**config.mk**
```make
export PLATFORM = sky130hd
export DESIGN_NAME = dmem_port_arbiter
export DESIGN_NICKNAME = d
export VERILOG_FILES = /design/src/rtl/dmem_port_arbiter.sv
export SDC_FILE = /design/constraint.sdc
export NUM_CORES = 1
export LEC_CHECK = 0
export BUFFER_PORTS_ARGS = -buffer_cell sky130_fd_sc_hd__buf_2
export CORE_AREA = 3 3 98 100
export DETAILED_ROUTE_END_ITERATION = 6
export DIE_AREA = 0 0 101 103
export PLACE_DENSITY_LB_ADDON = 0.3
export RECOVER_POWER = 50
export SLEW_MARGIN = 15
export SYNTH_ARGS = -nofsm -noshare
export SYNTH_HDL_FRONTEND = slang
export SYNTH_SLANG_ARGS = --single-unit
export TNS_END_PERCENT = 5
```
**constraint.sdc**
```tcl
create_clock -name clock -period 2.9 [get_ports clock]
set_input_delay 0.58 -clock clock [delete_from_list [all_inputs] [get_ports clock]]
set_output_delay 0.58 -clock clock [all_outputs]
set_load 0.01 [all_outputs]
```
**src/rtl/dmem_port_arbiter.sv**
```systemverilog
// Data-memory port arbiter: shares one fixed-latency memory port between the
// load buffer and ROB-head committed stores. Returns load data toward the CDB
// and drops squashed speculative loads.

`ifndef XLEN
`define XLEN 32
`endif
`ifndef ROB_TAG_LEN
`define ROB_TAG_LEN 6
`endif

module dmem_port_arbiter #(
    parameter int unsigned MEM_LATENCY  = 2,
    parameter int unsigned STARVE_LIMIT = 4
) (
    input  logic                    clock,
    input  logic                    reset,
    input  logic                    ld_req,
    input  logic [`XLEN-1:0]        ld_addr,
    input  logic [`ROB_TAG_LEN-1:0] ld_tag,
    input  logic                    ld_spec,
    output logic                    ld_grant,
    input  logic                    st_req,
    input  logic [`XLEN-1:0]        st_addr,
    input  logic [`XLEN-1:0]        st_data,
    input  logic [1:0]              st_size,
    output logic                    st_grant,
    input  logic                    kill,
    input  logic                    resolve,
    output logic [1:0]              mem_command,
    output logic [`XLEN-1:0]        mem_addr,
    output logic [`XLEN-1:0]        mem_wdata,
    output logic [1:0]              mem_size,
    input  logic [`XLEN-1:0]        mem_rdata,
    input  logic                    cdb_stall,
    output logic                    ld_done,
    output logic [`ROB_TAG_LEN-1:0] ld_done_tag,
    output logic [`XLEN-1:0]        ld_done_data,
    output logic                    busy
);

    localparam int unsigned LatW = $clog2(MEM_LATENCY + 1);
    localparam int unsigned StvW = $clog2(STARVE_LIMIT + 1);

    typedef enum logic [1:0] {StIdle, StLdWait, StStWait, StLdResp} state_e;

    state_e                  state_q, state_d;
    logic [LatW-1:0]         lat_cnt_q, lat_cnt_d;
    logic [StvW-1:0]         starve_cnt_q, starve_cnt_d;
    logic [`ROB_TAG_LEN-1:0] tag_q, tag_d;
    logic [`XLEN-1:0]        data_q, data_d;
    logic                    spec_q, spec_d;
    logic                    squash_q, squash_d;

    logic arb_open;
    logic ld_ok;
    logic starved;
    logic kill_held;
    logic lat_last;

    // Arbitration is blocked during reset so nothing is issued while it is asserted.
    assign arb_open  = (state_q == StIdle) && !reset;
    assign ld_ok     = ld_req && !(kill && ld_spec);
    assign starved   = (starve_cnt_q == StvW'(STARVE_LIMIT));
    assign kill_held = kill && spec_q;
    assign lat_last  = (lat_cnt_q == LatW'(1));
    assign busy      = (state_q != StIdle);

    // Grant decision: store first, unless the waiting load has been starved.
    always_comb begin
        st_grant = arb_open && st_req && !(ld_ok && starved);
        ld_grant = arb_open && ld_ok && !st_grant;
    end

    // Bus command is driven only in the grant (issue) cycle.
    always_comb begin
        mem_command = 2'd0;
        mem_addr    = '0;
        mem_wdata   = '0;
        mem_size    = 2'd0;
        if (st_grant) begin
            mem_command = 2'd2;
            mem_addr    = st_addr;
            mem_wdata   = st_data;
            mem_size    = st_size;
        end else if (ld_grant) begin
            mem_command = 2'd1;
            mem_addr    = ld_addr;
            mem_size    = 2'd2;
        end
    end

    // Load result toward the CDB; a kill of a speculative result suppresses it at once.
    always_comb begin
        ld_done      = (state_q == StLdResp) && !kill_held && !reset;
        ld_done_tag  = ld_done ? tag_q : '0;
        ld_done_data = ld_done ? data_q : '0;
    end

    // Next-state logic for the access FSM, held load and starvation counter.
    always_comb begin
        state_d      = state_q;
        lat_cnt_d    = lat_cnt_q;
        starve_cnt_d = starve_cnt_q;
        tag_d        = tag_q;
        data_d       = data_q;
        spec_d       = spec_q;
        squash_d     = squash_q;

        if (!ld_req || ld_grant) begin
            starve_cnt_d = '0;
        end else if (st_grant && !starved) begin
            starve_cnt_d = starve_cnt_q + StvW'(1);
        end

        unique case (state_q)
            StIdle: begin
                if (ld_grant) begin
                    state_d   = StLdWait;
                    tag_d     = ld_tag;
                    spec_d    = ld_spec && !resolve;
                    squash_d  = 1'b0;
                    lat_cnt_d = LatW'(MEM_LATENCY);
                end else if (st_grant) begin
                    state_d   = StStWait;
                    lat_cnt_d = LatW'(MEM_LATENCY);
                end
            end
            StLdWait: begin
                lat_cnt_d = lat_cnt_q - LatW'(1);
                if (kill_held) begin
                    squash_d = 1'b1;
                end else if (resolve) begin
                    spec_d = 1'b0;
                end
                // The bus access cannot be aborted; a squashed load just skips the response.
                if (lat_last) begin
                    if (squash_q || kill_held) begin
                        state_d = StIdle;
                    end else begin
                        data_d  = mem_rdata;
                        state_d = StLdResp;
                    end
                end
            end
            StStWait: begin
                lat_cnt_d = lat_cnt_q - LatW'(1);
                if (lat_last) begin
                    state_d = StIdle;
                end
            end
            StLdResp: begin
                if (kill_held) begin
                    state_d = StIdle;
                end else begin
                    if (resolve) begin
                        spec_d = 1'b0;
                    end
                    if (!cdb_stall) begin
                        state_d = StIdle;
                    end
                end
            end
            default: state_d = StIdle;
        endcase
    end

    // State registers with synchronous active-high reset.
    always_ff @(posedge clock) begin
        if (reset) begin
            state_q      <= StIdle;
            lat_cnt_q    <= '0;
            starve_cnt_q <= '0;
            tag_q        <= '0;
            data_q       <= '0;
            spec_q       <= 1'b0;
            squash_q     <= 1'b0;
        end else begin
            state_q      <= state_d;
            lat_cnt_q    <= lat_cnt_d;
            starve_cnt_q <= starve_cnt_d;
            tag_q        <= tag_d;
            data_q       <= data_d;
            spec_q       <= spec_d;
            squash_q     <= squash_d;
        end
    end

endmodule
```
---- Word level (Yosys, flattened, before mapping) ----
Cells that the tools add are included.
word-level totals
  flip-flop bits (word level) ............. 47
  input bits .............................. 144
  output and inout port bits .............. 110
  logic and storage cells ................. 86
cells by class
  add/subtract/negate cells ............... 2
  eq/ne operators ......................... 13
  muxes and demuxes ....................... 26
  bitwise logic cells ..................... 1
  reductions and logical operators ........ 37
operator list
  cell                 count
  $mux 32              4
  $mux 2               11
  $logic_and 1x1->1    13
  $ne 2x2->1 const B   5
  $logic_not 1->1      8
  $pmux 2 s4           1
  $reduce_and 4->1     2
  $reduce_bool 2->1    4
  $mux 1               6
  $mux 6               1
  $ne 3x3->1 const B   2
  $reduce_and 3->1     2
  $reduce_or 2->1      3
  $eq 2x1->1 const B   2
  $eq 2x2->1 const B   2
  $pmux 1 s2           2
  $pmux 2 s2           1
  $reduce_and 2->1     2
  $add 3x1->3 const B  1
  $eq 3x3->1 const B   1
  $logic_not 2->1      1
  $logic_or 1x1->1     2
  $ne 2x1->1 const B   1
  $sub 2x1->2 const B  1
  $not 1->1            1

---- Logic depth before layout (Yosys ltp) ----
  depth in word-level cells ............... 10
  depth in mapped cells ................... 8
  mapped depth without buffers ............ 6

---- Least setup slack after synthesis ----
OpenSTA, ideal clock, no wires.
  path type ............................... flip-flop to output port
  start ................................... register state_q[0]
  end ..................................... output mem_addr[23]
  arrival ................................. 1,872 ps
  data required time ...................... 2,320 ps
  slack ................................... 448 ps
  cell stages (with the launch flop) ...... 8
  path buffers ............................ 2
  cells stage by stage .................... dfxtp_1 -> inv_1 -> ha_1 -> and3b_1 -> buf_2 -> a2111oi_4 -> buf_2 -> a22o_1
on the way
  longest elaborated chain between the ends .. 8
  elaborated cells on any way between the ends .. 9
  those cells by class .................... mux (2); reduce/logical (7)
ends and longest elaborated chain
  what                            RTL line  text
  from (decl)                     47        state_e state_q, state_d;
  from (signal assigned)          171       state_q <= StIdle;
  from (signal assigned)          179       state_q <= state_d;
  $logic_not 2->1 *               62        assign arb_open = (state_q == StIdle) && !reset;
  $logic_and 1x1->1 *             62
  $logic_and 1x1->1 (2 in a row)  71        st_grant = arb_open && st_req && !(ld_ok && starved);
  $logic_not 1->1                 72        ld_grant = arb_open && ld_ok && !st_grant;
  $logic_and 1x1->1 *             72
  via ld_grant                    22        output logic ld_grant,
  $mux 32 *                       86        end else if (ld_grant) begin
  $mux 32 *                       81        if (st_grant) begin
  to (decl)                       31        output logic [`XLEN-1:0] mem_addr,
The timed path passes the listed nets; every way through them passes the cells marked *.

---- Worst setup path in the final report ----
  start ................................... register state_q[0]
  end ..................................... output mem_addr[17]
on the way
  longest elaborated chain between the ends .. 8
  elaborated cells on any way between the ends .. 9
  those cells by class .................... mux (2); reduce/logical (7)
ends and longest elaborated chain
  what                            RTL line
  $logic_not 2->1 *               62
  $logic_and 1x1->1 *             62
  $logic_and 1x1->1 (2 in a row)  71
  $logic_not 1->1                 72
  $logic_and 1x1->1               72
  $mux 32                         86
  $mux 32 *                       81
Mark *: on every way between the ends. The rest lies on a longest branch, timed or not.

==> results.py <==
metrics = {
    "status": {
        "status": "complete, no violations",
    },
    "worst_hold_path": {
        "hp-start": "data_q[18]$_SDFFE_PP0P_",
        "hp-class": "flip-flop to flip-flop",
    },
    "global_routing": {
        "antenna_found_initial": 0,
        "overflow": 0,
        "grt_pass1_wl_mm": 15.70,
        "grt_max_degree": 58,
        "grt_use_total_pct": 18.98,
        "grt_pass1_vias": 3171,
    },
    "routing": {
        "firstDrtPassIters": 4,
        "drt_iter0_markers": 127,
        "routed_wl_mm": 11.10,
        "via_per_inst": 4.794,
        "post_drt_wl_per_cell_um": 15.46,
        "num_vias": 3442,
        "drc_errors": 0,
        "antenna_left": 0,
    },
    "critical_path": {
        "setup.worst_path.start": "state_q[0]$_SDFFE_PP0P_",
        "worstPathRequired_ns": 2.32,
        "crit_chain": "inv_1 > ha_2 > and3b_2 > a2111oi_4 > buf_4 > buf_12 > a22o_1 > buf_2",
        "cp_top_family": "buffers and inverters",
        "cp_slowest_stage_delay_ns": 0.38,
        "crit_buf_inv": 4,
        "cp.arrival_ns": 2.26,
        "critical_path_class": "flip-flop to primary output",
        "cp-end-kind": "primary output",
        "crit_path_start_kind": "flip-flop",
        "crit_fanout": 19,
        "cp_slowest_cell": "dfxtp_4",
        "worstReg2RegStart": "state_q[0]$_SDFFE_PP0P_",
    },
    "clock_network": {
        "h-tree-depth": 2,
        "cts-buffers-inserted": 5,
        "clk_latency_ns": 0.30,
        "postCtsHoldBufs": 0,
        "clock_sinks": 47,
        "cts.clk_slew.worst_paths_ns": 0.08,
        "cts-root-buf": "clkbuf_8",
        "cts.path.max_buffers": 2,
        "cts_tree": "done",
    },
    "floorplanning": {
        "initial_core_util_pct": 31.95,
        "rows": 34,
        "die_y_um": 103,
        "die-width_um": 101,
        "die-area_um2": 10400,
        "core-area_um2": 8763,
        "ios": 254,
    },
    "pwr": {
        "power_density_nw_per_um2": 480.9,
        "power_w": 0.002095,
        "irDropWorstVdd_mv": 0.2694,
        "leakagePower_nw": 2.294,
    },
    "layout": {
        "antennaDiodeCount": 0,
        "final_nets": 762,
        "final_cell_mix": "253 x buf_2, 74 x and2_1, 73 x nand2_1",
        "area_delta_synth_final_pct": 55.59,
        "final_common_cell": "buf_2",
        "design_area_um2": 4357,
        "stdcell_count": 718,
        "drive_gt1_share_pct": 46.39,
    },
    "synthesis": {
        "ys.warnings.count": 0,
        "avgSynthCellArea_um2": 7.693,
        "syn-instance-count": 364,
        "yosysSeqAreaShare_pct": 33.60,
        "synth.distinct_cells": 37,
        "syn-num-nets": 516,
        "syn_area_um2": 2800,
        "ys_seq_elements": 47,
    },
    "timing": {
        "fin_crit_sh_pct": 97.88,
        "maxSlewHeadroom_pct": 67.77,
        "post-route-min-period_ns": 2.839,
        "fin_worst_skew_ns": 0.004230,
        "final-hold-violation-count": 0,
        "slew_violations": 0,
        "fmax_ghz": 0.3523,
        "worst_pin_slew_ns": 0.4834,
        "whs_ns": 0.4520,
        "setup_viol": 0,
        "fin_ws_ns": 0.06147,
    },
    "place": {
        "place.gp.congestion": 0.8728,
        "placed_area_um2": 4173,
        "placedCellCount": 704,
        "preCtsSetupSlack_ns": 0.3328,
        "port_buffers": 253,
        "dp_hpwl_mm": 8.757,
    },
    "flow_run": {
        "drv_cap": 0,
    },
}
[layout make-up]
type	instances	area (um^2)
flip-flops and latches	47	948.4
clock inverters	1	30.03
well taps	108	135.1
fillers	933	4407
repair buffers	268	1421
clock buffers	6	72.57
multi-input cells	278	1712
inverters	10	37.54
[layer usage]
metal	vias to the layer above	GRT usage, %	share of wire [%]
li1	1711	-	-
met1	1572	22.89	40
met2	151	34.68	50
met3	8	4.601	9.1
met4	0	3.272	0.67
met5	-	0	0
[flip-flops by register name, indices dropped and copies added (netlist names)]
signal / flops
lat_cnt_q: 2
squash_q: 1
starve_cnt_q: 3
state_q: 2
data_q: 32
tag_q: 6
spec_q: 1
[report_power, final]
part	leakage, nW	switching (W)	total [W]	internal, W
Sequential	0.381	0.0000367	0.000742	0.000705
Combinational	1.86	0.000464	0.000888	0.000424
Clock	0.0513	0.000213	0.000466	0.000253
Total	2.29	0.000713	0.00210	0.00138
[cells by family (layout without fill, tap and decap cells)]
logic type                 count (synthesis)  count (layout)  synth area share [%]
muxes                                      7               7                 2.502
DFF                                       47              47                 33.60
and+or+nand+nor                          171             171                 31.23
adders and majority gates                  8               8                 3.575
AOI/OAI and AO/OA                         92              92                 23.28
buffers and inverters                     39             285                 5.809
[cell usage after synthesis]
master / instances / area [um^2]
o21ba_2: 1 / 10.01
inv_1: 10 / 37.54
dfxtp_1: 47 / 940.9
nor2b_1: 2 / 12.51
nand3b_1: 2 / 15.01
a211oi_1: 3 / 22.52
nand2b_1: 1 / 6.260
a32oi_1: 1 / 8.760
a31oi_1: 2 / 12.51
buf_4: 2 / 15.01
o22a_1: 1 / 8.760
and2_1: 74 / 462.9
nand4_1: 1 / 6.260
nand4b_1: 1 / 8.760
a221o_1: 1 / 10.01
mux2i_1: 7 / 70.07
o21ai_0: 2 / 10.01
a21o_1: 1 / 7.510
and4b_1: 1 / 10.01
ha_1: 8 / 100.1
a2111oi_4: 1 / 27.53
a22o_1: 32 / 280.3
a311oi_1: 1 / 8.760
and3_1: 1 / 6.260
nor2_1: 11 / 41.29
a2111oi_0: 1 / 8.760
nor4b_1: 1 / 8.760
buf_2: 7 / 35.03
or2_2: 1 / 6.260
a22oi_1: 1 / 7.510
a2bb2oi_1: 1 / 8.760
a21bo_2: 1 / 10.01
nand2_1: 73 / 274.0
clkbuf_1: 20 / 75.07
and3b_1: 1 / 8.760
nor3b_1: 1 / 7.510
a21oi_1: 42 / 210.2
[worst register-to-register path, delay by kind of cell, from the launching register on]
kind            cells  cell delay (ns)
compound gates      3             0.69
flops               1             0.38
simple gates        1             0.27
buf+inv             3             0.45
fa+ha+maj           1             0.22
[worst paths after layout]
check        slack (ns)                      end  depth (start not counted)
max                0.06             mem_addr[17]                          8
max reg2reg        0.81  state_q[0]$_SDFFE_PP0P_                          8
min                0.45  data_q[18]$_SDFFE_PP0P_                          2
min reg2reg        0.45  data_q[18]$_SDFFE_PP0P_                          2
[through the flow]
stage / TNS, ns / util, %
floorplan: 0 / -
global placement: 0 / 47.62
detailed placement: 0 / 47.62
CTS: 0 / 48.79
global route: -0.1946 / 49.71
finish: 0 / 49.71
[repair_timing]
action / in CTS / in global routing
buffers inserted: 0 / 6
resized for setup: 0 / 6
endpoints found under the setup margin: 0 / 57
Power figures use the tool's default switching activity.
